### src/rtl/apb_periph_bridge.sv
// Registered APB4 1-to-NSLV bridge: one upstream slave port fanned out over a shared
// downstream bus with a mask/base address decoder, decode-miss errors and an access watchdog.
module apb_periph_bridge #(
  parameter int unsigned            ADDR_W   = 32,
  parameter int unsigned            DATA_W   = 32,
  parameter int unsigned            NSLV     = 4,
  parameter logic [NSLV*ADDR_W-1:0] SLV_BASE = '0,
  parameter logic [NSLV*ADDR_W-1:0] SLV_MASK = '0,
  parameter int unsigned            TIMEOUT  = 256
) (
  input  logic                       clk,
  input  logic                       rst,
  input  logic                       s_psel,
  input  logic                       s_penable,
  input  logic                       s_pwrite,
  input  logic [ADDR_W-1:0]          s_paddr,
  input  logic [DATA_W-1:0]          s_pwdata,
  input  logic [DATA_W/8-1:0]        s_pstrb,
  input  logic [2:0]                 s_pprot,
  output logic                       s_pready,
  output logic [DATA_W-1:0]          s_prdata,
  output logic                       s_pslverr,
  output logic [NSLV-1:0]            m_psel,
  output logic                       m_penable,
  output logic                       m_pwrite,
  output logic [ADDR_W-1:0]          m_paddr,
  output logic [DATA_W-1:0]          m_pwdata,
  output logic [DATA_W/8-1:0]        m_pstrb,
  output logic [2:0]                 m_pprot,
  input  logic [NSLV-1:0]            m_pready,
  input  logic [NSLV*DATA_W-1:0]     m_prdata,
  input  logic [NSLV-1:0]            m_pslverr,
  output logic                       err_timeout,
  output logic                       err_decode,
  output logic [$clog2(NSLV+1)-1:0]  err_idx
);

  localparam int unsigned IDX_W = $clog2(NSLV + 1);
  localparam int unsigned STRB_W = DATA_W / 8;
  localparam int unsigned CNT_W = (TIMEOUT < 2) ? 1 : $clog2(TIMEOUT);
  localparam logic [CNT_W-1:0] CNT_LAST = (TIMEOUT == 0) ? '0 : CNT_W'(TIMEOUT - 1);

  typedef enum logic [1:0] {ST_IDLE, ST_SETUP, ST_ACCESS, ST_RESP} state_t;

  state_t              r_state;
  state_t              w_next;
  logic                w_start;
  logic                w_hit;
  logic [IDX_W-1:0]    w_idx;
  logic                w_sel_ready;
  logic                w_sel_err;
  logic [DATA_W-1:0]   w_sel_rdata;
  logic                w_timeout;

  logic [IDX_W-1:0]    r_idx;
  logic                r_write;
  logic [ADDR_W-1:0]   r_addr;
  logic [DATA_W-1:0]   r_wdata;
  logic [STRB_W-1:0]   r_strb;
  logic [2:0]          r_prot;
  logic [DATA_W-1:0]   r_rdata;
  logic                r_slverr;
  logic                r_drop;
  logic [CNT_W-1:0]    r_cnt;
  logic                r_err_to;
  logic                r_err_dec;
  logic [IDX_W-1:0]    r_err_idx;

  assign w_start   = s_psel & ~s_penable;
  assign w_timeout = (TIMEOUT != 0) && (r_cnt == CNT_LAST);

  // Lowest matching index wins when ranges overlap.
  always_comb begin
    w_hit = 1'b0;
    w_idx = '0;
    for (int unsigned i = 0; i < NSLV; i++) begin
      if (!w_hit && ((s_paddr & SLV_MASK[i*ADDR_W +: ADDR_W]) == SLV_BASE[i*ADDR_W +: ADDR_W])) begin
        w_hit = 1'b1;
        w_idx = IDX_W'(i);
      end
    end
  end

  always_comb begin
    w_sel_ready = 1'b0;
    w_sel_err   = 1'b0;
    w_sel_rdata = '0;
    for (int unsigned i = 0; i < NSLV; i++) begin
      if (r_idx == IDX_W'(i)) begin
        w_sel_ready = m_pready[i];
        w_sel_err   = m_pslverr[i];
        w_sel_rdata = m_prdata[i*DATA_W +: DATA_W];
      end
    end
  end

  always_ff @(posedge clk) begin
    if (rst) r_state <= ST_IDLE;
    else     r_state <= w_next;
  end

  always_comb begin
    w_next = r_state;
    unique case (r_state)
      ST_IDLE:   if (w_start) w_next = w_hit ? ST_SETUP : ST_RESP;
      ST_SETUP:  w_next = ST_ACCESS;
      ST_ACCESS: if (w_sel_ready || w_timeout) w_next = ST_RESP;
      ST_RESP:   w_next = ST_IDLE;
      default:   w_next = ST_IDLE;
    endcase
  end

  always_ff @(posedge clk) begin
    if (rst) begin
      r_idx     <= '0;
      r_write   <= 1'b0;
      r_addr    <= '0;
      r_wdata   <= '0;
      r_strb    <= '0;
      r_prot    <= '0;
      r_rdata   <= '0;
      r_slverr  <= 1'b0;
      r_drop    <= 1'b0;
      r_cnt     <= '0;
      r_err_to  <= 1'b0;
      r_err_dec <= 1'b0;
      r_err_idx <= '0;
    end else begin
      r_err_to  <= 1'b0;
      r_err_dec <= 1'b0;
      unique case (r_state)
        ST_IDLE: if (w_start) begin
          r_idx    <= w_hit ? w_idx : IDX_W'(NSLV);
          r_write  <= s_pwrite;
          r_addr   <= s_paddr;
          r_wdata  <= s_pwdata;
          r_strb   <= s_pstrb;
          r_prot   <= s_pprot;
          r_drop   <= 1'b0;
          r_cnt    <= '0;
          r_rdata  <= '0;
          r_slverr <= ~w_hit;
          if (!w_hit) begin
            r_err_dec <= 1'b1;
            r_err_idx <= IDX_W'(NSLV);
          end
        end
        ST_SETUP: if (!s_psel) r_drop <= 1'b1;
        ST_ACCESS: begin
          if (!s_psel) r_drop <= 1'b1;
          // A ready in the final watchdog cycle takes priority over the abort.
          if (w_sel_ready) begin
            r_rdata  <= w_sel_rdata;
            r_slverr <= w_sel_err;
            if (w_sel_err) r_err_idx <= r_idx;
          end else if (w_timeout) begin
            r_rdata   <= '0;
            r_slverr  <= 1'b1;
            r_err_to  <= 1'b1;
            r_err_idx <= r_idx;
          end else begin
            r_cnt <= r_cnt + 1'b1;
          end
        end
        ST_RESP: r_cnt <= '0;
        default: ;
      endcase
    end
  end

  always_comb begin
    s_pready    = (r_state == ST_RESP) & s_psel & ~r_drop;
    s_pslverr   = s_pready & r_slverr;
    s_prdata    = (s_pready & ~r_write) ? r_rdata : '0;
    m_penable   = (r_state == ST_ACCESS);
    m_pwrite    = r_write;
    m_paddr     = r_addr;
    m_pwdata    = r_wdata;
    m_pstrb     = r_strb;
    m_pprot     = r_prot;
    err_timeout = r_err_to;
    err_decode  = r_err_dec;
    err_idx     = r_err_idx;
    m_psel      = '0;
    for (int unsigned i = 0; i < NSLV; i++) begin
      m_psel[i] = ((r_state == ST_SETUP) || (r_state == ST_ACCESS)) && (r_idx == IDX_W'(i));
    end
  end

endmodule

### config.mk
export PLATFORM = sky130hd
export DESIGN_NAME = apb_periph_bridge
export DESIGN_NICKNAME = d
export VERILOG_FILES = /design/src/rtl/apb_periph_bridge.sv
export SDC_FILE = /design/constraint.sdc
export NUM_CORES = 1
export LEC_CHECK = 0
export ABC_AREA = 1
export CAP_MARGIN = 0
export CORE_MARGIN = 1.5
export CORE_UTILIZATION = 25
export DETAILED_ROUTE_END_ITERATION = 10
export HOLD_SLACK_MARGIN = 0.06
export SLEW_MARGIN = 0
export SYNTH_ARGS = -nofsm -noshare
export SYNTH_HDL_FRONTEND = slang
export SYNTH_SLANG_ARGS = --single-unit
### constraint.sdc
create_clock -name clk -period 2.6 [get_ports clk]
set_clock_uncertainty 0.15 [all_clocks]
set_input_delay 0.52 -clock clk [delete_from_list [all_inputs] [get_ports clk]]
set_output_delay 0.52 -clock clk [all_outputs]
set_load 0.005 [all_outputs]
### Yosys cells after proc, flatten, opt, wreduce, memory -nomap -nowiden

Index checks and enable logic that the tools add are counted.

| storage, ports and cells | value |
|---|---|
| bits in registers | 120 |
| latch bits | 0 |
| memory bits (writable) | 0 |
| ROM bits | 0 |
| input bits | 212 |
| output and inout bits | 116 |
| logic and storage cells | 70 |
| memories | 0 |

| operators by class | value |
|---|---|
| $add $sub $neg | 1 |
| $mul | 0 |
| divide/modulo/power cells | 0 |
| $lt $le $gt $ge | 0 |
| eq/ne operators | 11 |
| shift-type cells | 0 |
| multiplexer cells | 22 |
| bitwise gates (word level) | 9 |
| reduce and logical (&&, ||, !) cells | 15 |

Operator list:

| kind | number |
|---|---|
| 2-to-1 mux 32 bit | 4 |
| case mux 32 bit (2 select lines) | 1 |
| 2-to-1 mux 8 bit | 3 |
| case mux 8 bit (3 select lines) | 1 |
| 2-to-1 mux 3 bit | 3 |
| AND reduction 3 bit | 3 |
| adder 8 x 1 -> 8 bit, second input constant | 1 |
| equality test 8 bit, second input constant | 1 |
| inequality test 2 bit, second input constant | 4 |
| case mux 2 bit (4 select lines) | 1 |
| nonzero test 2 bit | 3 |
| bitwise AND 1 bit | 5 |
| 2-to-1 mux 1 bit | 5 |
| equality test 2 bit, second input constant | 2 |
| 2-to-1 mux 2 bit | 2 |
| inequality test 2 x 1 -> 1 bit, second input constant | 2 |
| inverter 1 bit | 4 |
| case mux 1 bit (2 select lines) | 2 |
| AND reduction 2 bit | 2 |
| AND reduction 4 bit | 1 |
| inequality test 3 x 1 -> 1 bit, second input constant | 1 |
| nonzero test 3 bit | 1 |
| OR reduction 3 bit | 1 |
| equality test 2 x 1 -> 1 bit, second input constant | 1 |
| 3 further kinds | 4 |

### Logic depth before layout (Yosys ltp)

Gate-level depths: netlist of the first run.

| depth | value |
|---|---|
| depth after elaboration | 5 |
| gate-level depth with buffers | 11 |

### Worst setup path before layout of the first run

Ideal clock, no wire load.

| path | value |
|---|---|
| path type | input to output |
| start point | input port s_psel |
| end point | output port s_prdata[10] |
| arrival | 1154 ps |
| path slack | 776 ps |
| stages on the path | 5 |
| path through | nand2_1 nor2_1 nand2_1 clkbuf_1 nor2_1 |

| on the way | value |
|---|---|
| word-level cells in the longest chain between the ends | 4 |

RTL lines:

| item | RTL line | source |
|---|---|---|
| start: declaration | 13 | `input logic s_psel,` |
| bitwise AND 1 bit (2 in a row) | 172 | `s_pready = (r_state == ST_RESP) & s_psel & ~r_drop;` |
| net s_pready | 20 | `output logic s_pready,` |
| bitwise AND 1 bit | 174 | `s_prdata = (s_pready & ~r_write) ? r_rdata : '0;` |
| 2-to-1 mux 32 bit | 174 |  |
| end: declaration | 21 | `output logic [DATA_W-1:0] s_prdata,` |

The timed path passes the listed nets, and every way through them passes these cells.

### Worst setup path in the final report of the first run

| path | value |
|---|---|
| start point | register r_state[1] |
| end point | output port m_psel[0] |

| on the way | value |
|---|---|
| word-level cells in the longest chain between the ends | 2 |
| elaborated cells on any way between the ends | 3 |
| those cells by class | eq/ne: 2; reduce/logical: 1 |

RTL lines:

| item | RTL line | source |
|---|---|---|
| start: declaration | 45 | `state_t r_state;` |
| start signal: assignment | 99 | `else r_state <= w_next;` |
| equality test 2 x 1 -> 1 bit / equality test 2 bit (equally long branches) | 186 | `m_psel[i] = ((r_state == ST_SETUP) \|\| (r_state == ST_ACCESS)) && (r_idx == IDX_W'(i));` |
| logical OR 1 bit (*) | 186 |  |
| end: declaration | 23 | `output logic [NSLV-1:0] m_psel,` |

Every way passes the cells marked *; elsewhere a longest branch is shown, timed or not.

==> results.ini, run 1 <==
[global_routing]
grt-ovfl-total=0
grt_pass1_wl_mm=25.14
use_met2_pct=24.27
grt_start_max_net_pins=77
grt_util_met3_pct=6.584
top_usage_layer=met2
met1_usage_pct=16.79
antenna_found_initial=1
grt_use_total_pct=14.62
first_global_vias=5028

[synthesis]
syn_area_sq_um=5200
synth_area_per_cell_sq_um=7.123
seq_area_frac_synth_pct=45.04
ys.warnings.count=0
synthCells=730
ys_types=25
ys_ff_latch=117

[layout]
nets=1166
drive_above_1_share_pct=12.68
post-route-cell-area_sq_um=8373
antenna_cells=0
areaGrowthSynthToFinish_pct=61.02
utilization_pct=41.25

[setup_path]
path_cells=buf_4 > buf_4 > inv_1 > ha_1 > clkdlybuf4s50_1
critPathSlowestCell=clkdlybuf4s50_1
rrSetupSlack_ps=380
start_kind=flop
slowest_delay_ps=540
endpoint_kind=primary output
cp.arrival_ps=1850
required_ps=1930
crit_fanout=3
cpMostUsedCell=buf_4
path_class=reg -> out
rr_endpoint=m_pwdata[8]
r2r-start=r_state[1]
reg2regPathDepth=9

[pwr]
p_seq_share_pct=32.9
power.switching_w=0.002484
vdd_ir_drop_max_v=0.0004902
powerDensity_nw_per_um2=901.8
clock_power_share_pct=31.4
power.internal_w=0.005067
switching_share_pct=32.90
combPwrFrac_pct=35.7
p_leak_nw=3.278

[placed_design]
port_buffers=218
dp_hpwl_mm=10.26
place_congestion=0.7283
place_area_sq_um=7675

[timing]
fin_crit_ps=2524
rsz0062_at_grt=true
max_freq_mhz=396.1
finalHoldViolations=0
final-setup-viol-count=0
finalCritPeriodShare_pct=97.09
maxSlewViolCount=0

[route]
drtIter0Drc=144
wl_per_cell_um=12.68
drc=0
via_per_inst=4.204
vias=5179
ant_nets=0
firstDrtPassIters=4
finalWirelength_mm=15.62

[worst_hold_path]
holdPathStages=2
hold_path_end=m_paddr[30]
hp-class=reg -> reg
min_from=m_paddr[30]

[die]
die_h_um=147.2
initial_utilization_pct=25.62
die_area_sq_um=21670
die_w_um=147.2
core_sq_um=20300
fp-row-count=52
boundaryPins=328

[clock_network]
h-tree-depth=4
cts_tree=built
cts_buffer_depth=2
hold_buffers=0
clock_latency_ps=400
path_clk_slew_ps=50
cts_made_buffers=17
cts-root-buf=clkbuf_16
clock-sinks=117

[job]
cap_viol_max_count=0

[outcome]
status=finished, final reports clean

==> synth_stat cells, drive strengths merged <==
library cell | n | area [sq um]
a21oi | 113 | 681.9
buf | 40 | 292.8
clkbuf | 17 | 63.81
conb | 1 | 3.750
dfxtp | 117 | 2342
ha | 5 | 62.56
inv | 55 | 206.4
nand2 | 238 | 910.9
nand3 | 43 | 220.2
nand3b | 1 | 7.510
nor2 | 89 | 346.6
nor3 | 1 | 5.000
nor3b | 2 | 15.01
nor4 | 1 | 6.260
o21ai | 7 | 35.03
==> flip-flops by register name, indices dropped and copies added, names as in the netlist <==
name         flops
r_slverr         1
m_paddr         32
r_cnt            8
m_pwrite         1
r_rdata         32
m_pprot          3
r_drop           1
err_timeout      1
m_pstrb          4
m_pwdata        32
r_state          2
==> cells by family after synthesis <==
kind of cell             Yosys count  share of synthesized area [%]
AO/OA/AOI/OAI                    120                          13.79
adder cells (fa/ha/maj)            5                          1.203
AND/OR/NAND/NOR                  375                          29.07
buffers and inverters            112                          10.83
other                              1                        0.07212
flip-flops                       117                          45.04
==> metal layers <==
metal  part of all wire, %  up-vias
li1                      -     2708
met1                    43     2299
met2                    47      157
met3                   8.9       13
met4                   1.1        2
met5                 0.070        -
==> cell type report <==
cell class	instances	area (sq um)
inverters	55	206.4
fillers	2128	11930
flip-flops and latches	117	2345
repair buffers	251	2531
clock inverters	13	158.9
well taps	270	337.8
clock buffers	19	432.9
multi-input cells	507	2361
==> power groups by stage <==
stage	Combinational [W]	Sequential (W)	Clock (W)
after floorplan	0.00175	0.00249	0
after global placement	0.00264	0.00250	0
after detailed placement	0.00266	0.00252	0
after CTS	0.00271	0.00248	0.00245
after global routing	0.00305	0.00254	0.00253
final	0.00269	0.00248	0.00237
==> per-stage QoR <==
| step | hold WS [ps] | setup TNS (ps) | worst slack, ps | power, W | instances |
|---|---|---|---|---|---|
| after floorplan | 293.4 | 0 | 776.4 | 0.004247 | 736 |
| after global placement | 300.7 | -6812 | -252.1 | 0.005140 | 1189 |
| after detailed placement | 305.2 | -6853 | -241.9 | 0.005182 | 1189 |
| final | 310.6 | 0 | 75.68 | 0.007551 | 1232 |
| after global routing | 328.0 | -75.39 | -27.34 | 0.008117 | 1232 |
| after CTS | 313.8 | 0 | 27.85 | 0.007648 | 1230 |
==> cells in the final DEF (no fill, tap or decap), types with 7 or more instances in the layout <==
cell type,netlist,routed
clkbuf_16,0,17
clkdlybuf4s50_1,0,184
a21oi_2,31,31
dlygate4sd2_1,0,20
a21oi_1,82,81
nor2_1,86,81
buf_12,4,11
buf_4,14,20
inv_1,54,54
nand2_1,233,231
clkdlybuf4s15_1,0,7
nand3_1,42,41
buf_2,20,7
o21ai_0,7,7
conb_1,1,7
dfxtp_1,117,115
==> repair_timing <==
| item | 4_1_cts | 5_1_grt |
|---|---|---|
| setup buffers | 8 | 2 |
| gates cloned | 1 | 0 |
| pin swaps | 0 | 2 |
| gates resized for setup | 60 | 12 |
| setup endpoints to repair | 32 | 5 |
| endpoints found under the hold margin | 0 | 0 |
==> worst max-delay path: cells and delay by family, from the launching register on <==
| kind | cells | cell delay [ps] |
|---|---|---|
| buffers and inverters | 4 | 790 |
| DFF | 1 | 340 |
| adders and majority gates | 1 | 330 |
==> worst max-delay path by stage <==
stage	start	end	slack [ps]	cells after the start
detailed placement	s_psel	s_prdata[6]	-240	7
floorplan	s_psel	s_prdata[10]	780	5
global placement	s_psel	s_prdata[21]	-250	7
CTS	r_state[0]	s_prdata[6]	30	9
global route	r_state[1]	s_prdata[13]	-30	9
finish	r_state[1]	m_psel[0]	80	5
(Power assumes the default switching activity.)
==> inputs of run 2 (changes only) <==
- SKIP_LAST_GASP: unset -> 1
==> run 2 against run 1 <==
  * The run now ends with negative setup slack left
  * Die area is the same
  * Cell area is 0.88% higher
  * Via count grew 0.21%
  * Register-to-register slack hardly changed
  * First-iteration DRC count rose by 2.8%
  * Clock power about the same
  * Critical path depth is 3 higher
  * Worst setup slack got worse by 200 ps
  * Core utilization is 0.36 points higher
  * Largest cell class unchanged
  * Count of clock-buffer cells in the layout unchanged
==> results.ini, run 2 (synthesized netlist as in run 1, its figures left out) <==
[layout]
filler_cell_count=2116  ; was 2,128
post-route-cell-area_sq_um=8447  ; was 8373 sq um
layout_commonest_cell=nand2_1  ; unchanged
mostFrequentLayoutCells=nand2_1 (231), clkdlybuf4s50_1 (185), dfxtp_1 (115)  ; was nand2_1 (231), clkdlybuf4s50_1 (184), dfxtp_1 (115)
nets=1166  ; unchanged
areaGrowthSynthToFinish_pct=62.44  ; was 61.02%
drive_above_1_share_pct=12.47  ; was 12.68%
instances_no_fill=1232  ; unchanged
utilization_pct=41.61  ; was 41.25%
multi_input_area_sq_um=2356  ; was 2361 sq um
antenna_cells=0  ; unchanged
register_area_sq_um=2345  ; unchanged

[route]
firstDrtPassIters=4  ; unchanged
finalWirelength_mm=15.66  ; was 15.62 mm
wl_per_cell_um=12.71  ; was 12.68 um
via_per_inst=4.213  ; was 4.204
vias=5190  ; was 5,179
ant_nets=0  ; unchanged
drtIter0Drc=148  ; was 144
drc=0  ; unchanged

[pwr]
p_seq_share_pct=32.9  ; about the same
power.internal_w=0.005072  ; was 0.005067 W
powerDensity_nw_per_um2=894.1  ; was 901.8 nW/um^2
vdd_ir_drop_max_v=0.0004886  ; was 0.0004902 V
clock_power_share_pct=31.4  ; about the same
switching_share_pct=32.84  ; was 32.90%
p_leak_nw=3.602  ; was 3.278 nW
combPwrFrac_pct=35.7  ; about the same
power.switching_w=0.002480  ; was 0.002484 W

[placed_design]
place_inst=1189  ; unchanged
port_buffers=218  ; unchanged
place_congestion=0.7283  ; unchanged
dp_hpwl_mm=10.26  ; unchanged
place_area_sq_um=7675  ; unchanged

[clock_network]
clock-sinks=117  ; unchanged
path_clk_slew_ps=50  ; about the same
clock_latency_ps=400  ; about the same
hold_buffers=0  ; unchanged
cts_buffer_depth=2  ; unchanged
cts_tree=built  ; unchanged
h-tree-depth=4  ; unchanged
cts_made_buffers=17  ; unchanged
cts-root-buf=clkbuf_16  ; unchanged

[worst_hold_path]
holdPathStages=2  ; unchanged
min_from=m_paddr[30]  ; unchanged
hold_path_end=m_paddr[30]  ; unchanged
hp-class=reg -> reg  ; unchanged

[timing]
hold_ws_ps=310.6  ; about the same
maxSlewViolCount=0  ; unchanged
final-setup-viol-count=1  ; was 0
finalHoldViolations=0  ; unchanged
finalCritPeriodShare_pct=104.7  ; was 97.09%
fin_ws_ps=-121.8  ; was 75.68 ps
fin_crit_ps=2722  ; was 2524 ps
max_freq_mhz=367.4  ; was 396.1 MHz
rsz0062_at_grt=true  ; unchanged

[setup_path]
r2r-start=r_state[0]  ; was r_state[1]
cp.arrival_ps=2050  ; was 1850 ps
critPathSlowestCell=clkdlybuf4s50_1  ; unchanged
crit_fanout=6  ; was 3
slowest_delay_ps=500  ; was 540 ps
reg2regPathDepth=9  ; unchanged
cp_top_family=buffers and inverters  ; unchanged
rrSetupSlack_ps=380  ; about the same
rr_endpoint=m_pwdata[8]  ; unchanged
required_ps=1930  ; about the same
crit_buf_inv=3  ; was 4
start_kind=flop  ; unchanged
endpoint_kind=primary output  ; unchanged
path_cells=ha_2 > nand2_2 > nor2_4 > nand2_4 > buf_16 > buf_6 > nor2_1 > clkdlybuf4s50_1  ; was buf_4 > buf_4 > inv_1 > ha_1 > clkdlybuf4s50_1
path_class=reg -> out  ; unchanged

[die]
die_w_um=147.2  ; unchanged
initial_utilization_pct=25.62  ; unchanged
fp-row-count=52  ; unchanged
core_sq_um=20300  ; unchanged
die_area_sq_um=21670  ; unchanged
die_h_um=147.2  ; unchanged
boundaryPins=328  ; unchanged

[outcome]
violations=negative setup slack
status=finished with violations  ; was finished, final reports clean

[job]
cap_viol_max_count=0  ; unchanged

[global_routing]
antenna_found_initial=1  ; unchanged
grt_use_total_pct=14.60  ; was 14.62%
grt_pass1_wl_mm=25.11  ; was 25.14 mm
grt_start_max_net_pins=77  ; unchanged
first_global_vias=5030  ; was 5,028
grt-ovfl-total=0  ; unchanged

-- run 2: cell types whose count changed in the layout (fill, tap and decap cells not counted), sizes merged --
cell           before  now
dlygate4sd2        20    4
clkdlybuf4s15       7    0
buf                40   35
dlymetal6s2s        0   22
clkdlybuf4s50     184  185
clkbuf             19   24
-- run 2: final cells by class --
type / count / area share, %
timing repair buffer: 251 / 30.90
clock buffer: 19 / 5.125
inverter: 55 / 2.444
multi-input combinational: 507 / 27.89
clock inverter: 13 / 1.881
tap: 270 / 3.999
sequential: 117 / 27.76
-- run 2: through the flow --
| step | total power (W) | TNS (ps) | worst slack (ps) |
|---|---|---|---|
| 2_1_floorplan | 0.004247 | 0 | 776.4 |
| 3_5_place_dp | 0.005182 | -6853 | -241.9 |
| 6_report | 0.007552 | -121.8 | -121.8 |
| 3_3_place_gp | 0.005140 | -6812 | -252.1 |
| 5_1_grt | 0.008120 | -198.9 | -198.9 |
| 4_1_cts | 0.007651 | -2474 | -168.5 |
-- run 2: worst reg2reg max path, delay by kind of cell, from the launching register on --
kind	cells	cell delay, ps
compound gates	1	130
buf+inv	5	740
simple gates	2	470
flops	1	320
fa+ha+maj	1	340
-- run 2: repair_timing --
| item | CTS | global route |
|---|---|---|
| resized for setup | 19 | 39 |
| pin swaps | 0 | 0 |
| setup endpoints to repair | 32 | 29 |
| gates cloned | 1 | 0 |
| setup buffers | 8 | 2 |
-- run 2: metal layers --
metal	GRT usage, %	up-vias	wire (um)
li1	-	2706	-
met1	16.73	2313	6768
met2	24.27	157	7316
met3	6.584	12	1406
met4	4.550	2	155
met5	0	-	11
-- run 2: worst max path at each step --
stage                        end  cells past startpoint  slack (ps)  startpoint
floorplan           s_prdata[10]                      5         780      s_psel
global placement    s_prdata[21]                      7        -250      s_psel
detailed placement   s_prdata[6]                      7        -240      s_psel
CTS                 s_prdata[14]                      8        -170  r_state[0]
global route        s_prdata[14]                      8        -200  r_state[1]
finish              s_prdata[14]                      8        -120  r_state[1]
-- run 2: power by group through the flow --
stage / registers, W / clock network (W) / logic, W
2_1_floorplan: 0.00249 / 0 / 0.00175
3_3_place_gp: 0.00250 / 0 / 0.00264
3_5_place_dp: 0.00252 / 0 / 0.00266
4_1_cts: 0.00248 / 0.00245 / 0.00272
5_1_grt: 0.00254 / 0.00253 / 0.00305
6_report: 0.00248 / 0.00237 / 0.00270
==> inputs of run 3 (changes only) <==
- CORE_UTILIZATION: 25 -> 31
- HOLD_SLACK_MARGIN: 0.06 -> unset
- PLACE_DENSITY: unset -> 0.7
==> run 3 against run 2 <==
  * The flow still finishes with violations (negative setup slack)
  * Core utilization rose by 9.2 points
  * Via count rose by 1.2%
  * Hold slack improved by 1.1 ps
  * Total power rose by 1.6%
  * Sequential power barely moved
  * Clock power rose by 7%
  * First-iteration DRC count rose by 48%
  * Sequential cell count did not move
  * Critical path depth fell by 1
  * Cell area fell by 0.95%
  * Fmax rose by 3.6%
  * Count of clock-buffer cells in the layout fell by 1
  * Highest routed layer is now met4
==> results.ini, run 3 (synthesized netlist as in run 1, its figures left out) <==
[outcome]
status=finished with violations  ; unchanged
violations=negative setup slack  ; unchanged

[clock_network]
cts_tree=built  ; unchanged
cts_buffer_depth=2  ; unchanged
cts_made_buffers=17  ; unchanged
path_clk_slew_ps=60  ; was 50 ps
h-tree-depth=4  ; unchanged
clock-sinks=117  ; unchanged
cts-root-buf=clkbuf_16  ; unchanged
clock_latency_ps=400  ; about the same

[timing]
max_freq_mhz=380.7  ; was 367.4 MHz
timing.slew.headroom_pct=44.02
hold_ws_ps=311.8  ; was 310.6 ps
fin_ws_ps=-26.51  ; was -121.8 ps
final-setup-viol-count=1  ; unchanged
rsz0062_at_grt=true  ; unchanged
finalHoldViolations=0  ; unchanged
worstMarginPinSlew_ps=839.7
finalCritPeriodShare_pct=101.0  ; was 104.7%
maxSlewViolCount=0  ; unchanged
fin_crit_ps=2627  ; was 2722 ps

[die]
core_sq_um=16470  ; was 20,300 sq um
fp-row-count=47  ; was 52
boundaryPins=328  ; unchanged
die_w_um=132.5  ; was 147.2 um
initial_utilization_pct=31.58  ; was 25.62%
die_h_um=132.5  ; was 147.2 um
die_area_sq_um=17560  ; was 21,670 sq um

[route]
drtIter0Drc=219  ; was 148
via_per_inst=4.448  ; was 4.213
drc=0  ; unchanged
wl_per_cell_um=12.69  ; was 12.71 um
finalWirelength_mm=14.98  ; was 15.66 mm
firstDrtPassIters=4  ; unchanged
ant_nets=0  ; unchanged
vias=5253  ; was 5,190

[setup_path]
reg2regPathDepth=8  ; was 9
cp.arrival_ps=1960  ; was 2050 ps
rrSetupSlack_ps=460  ; was 380 ps
r2r-start=r_state[1]  ; was r_state[0]
endpoint_kind=primary output  ; unchanged
critPathSlowestCell=clkdlybuf4s50_1  ; unchanged
required_ps=1930  ; about the same
rr_endpoint=r_rdata[0]  ; was m_pwdata[8]
start_kind=flop  ; unchanged
slowest_delay_ps=500  ; about the same
path_cells=ha_2 > nand2_2 > nor2_4 > nand2_4 > buf_12 > nor2_1 > clkdlybuf4s50_1  ; was ha_2 > nand2_2 > nor2_4 > nand2_4 > buf_16 > buf_6 > nor2_1 > clkdlybuf4s50_1
crit_fanout=12  ; was 6
path_class=reg -> out  ; unchanged
critical_path.startpoint=r_state[0]  ; was r_state[1]

[global_routing]
grt_start_max_net_pins=77  ; unchanged
first_global_vias=4865  ; was 5,030
grt_use_total_pct=16.73  ; was 14.60%
grt_pass1_wl_mm=23.90  ; was 25.11 mm
grt-ovfl-total=0  ; unchanged
antenna_found_initial=1  ; unchanged

[worst_hold_path]
hp-class=reg -> reg  ; unchanged
min_from=m_pwdata[10]  ; was m_paddr[30]
holdPathStages=2  ; unchanged
hold_path_end=m_pwdata[10]  ; was m_paddr[30]

[pwr]
vdd_ir_drop_max_v=0.0004949  ; was 0.0004886 V
powerDensity_nw_per_um2=917.5  ; was 894.1 nW/um^2
p_leak_nw=3.549  ; was 3.602 nW

[layout]
instances_no_fill=1181  ; was 1,232
utilization_pct=50.81  ; was 41.61%
layout_commonest_cell=nand2_1  ; unchanged
drive_above_1_share_pct=12.60  ; was 12.47%
nets=1164  ; was 1,166
mostFrequentLayoutCells=nand2_1 (231), clkdlybuf4s50_1 (184), dfxtp_1 (115)  ; was nand2_1 (231), clkdlybuf4s50_1 (185), dfxtp_1 (115)
filler_cell_count=1634  ; was 2,116
areaGrowthSynthToFinish_pct=60.90  ; was 62.44%

[placed_design]
port_buffers=218  ; unchanged
place_inst=1137  ; was 1,189
place_congestion=0.7486  ; was 0.7283
dp_hpwl_mm=9.734  ; was 10.26 mm

[job]
cap_viol_max_count=0  ; unchanged

[run 3: cell count changes in the layout (fill, tap and decap cells not counted), sizes merged, moves of 3 or more]
cell,previous run,this run
clkinvlp,6,3
dlygate4sd2,4,8
buf,35,32
dlymetal6s2s,22,18
inv,55,58
[run 3: final cells by class]
cell class | count | area [sq um] | share of cell area (%)
repair buffers | 249 | 2542 | 30.39
multi-input cells | 507 | 2356 | 28.16
flip-flops and latches | 117 | 2345 | 28.02
clock buffers | 18 | 439.2 | 5.249
well taps | 220 | 275.3 | 3.290
inverters | 55 | 206.4 | 2.467
clock inverters | 14 | 200.2 | 2.393
diodes | 1 | 2.502 | 0.02991
[run 3: worst max-delay path: cells and delay by family (launching register included)]
family / cells / cell delay [ps]
buf+inv: 2 / 650
simple gates: 4 / 380
fa+ha+maj: 1 / 170
flops: 1 / 340
[run 3: stage by stage]
stage / power [W] / setup TNS (ps) / setup slack [ps] / cell area (sq um)
after floorplan: 0.004247 / 0 / 776.4 / 5223
after global placement: 0.005117 / -5928 / -220.4 / 7585
after detailed placement: 0.005166 / -6365 / -238.8 / 7585
after CTS: 0.007748 / -3120 / -184.8 / 8283
final: 0.007677 / -26.51 / -26.51 / 8367
after global routing: 0.008194 / -170.3 / -121.3 / 8364
[run 3: power breakdown]
group          internal (W)  switching [W]  total [W]  leakage (nW)
registers           0.00223       0.000250    0.00248         0.957
clock network       0.00164       0.000887    0.00253         0.304
logic               0.00133        0.00134    0.00267          2.29
total               0.00520        0.00248    0.00768          3.55
[run 3: worst max-delay path by stage]
stage	end	slack, ps	depth (start not counted)
finish	s_prdata[21]	-30	7
detailed placement	s_prdata[22]	-240	7
global route	s_prdata[21]	-120	7
floorplan	s_prdata[10]	780	5
CTS	s_prdata[7]	-180	7
global placement	s_prdata[22]	-220	7
[run 3: repair_timing]
| action | in CTS | in global routing |
|---|---|---|
| hold buffers | 0 | 0 |
| endpoints found under the setup margin | 32 | 25 |
| hold endpoints to repair | 0 | 0 |
| buffers inserted | 4 | 6 |
| gates resized for setup | 22 | 35 |
| pin swaps | 0 | 1 |
| gates cloned | 1 | 0 |
[run 3: metal layers]
metal | vias up | track usage [%] | part of all wire (%)
li1 | 2701 | - | -
met1 | 2375 | 20.04 | 43
met2 | 165 | 27.66 | 47
met3 | 12 | 7.280 | 8.5
met4 | 0 | 4.029 | 0.89
met5 | - | 0 | 0
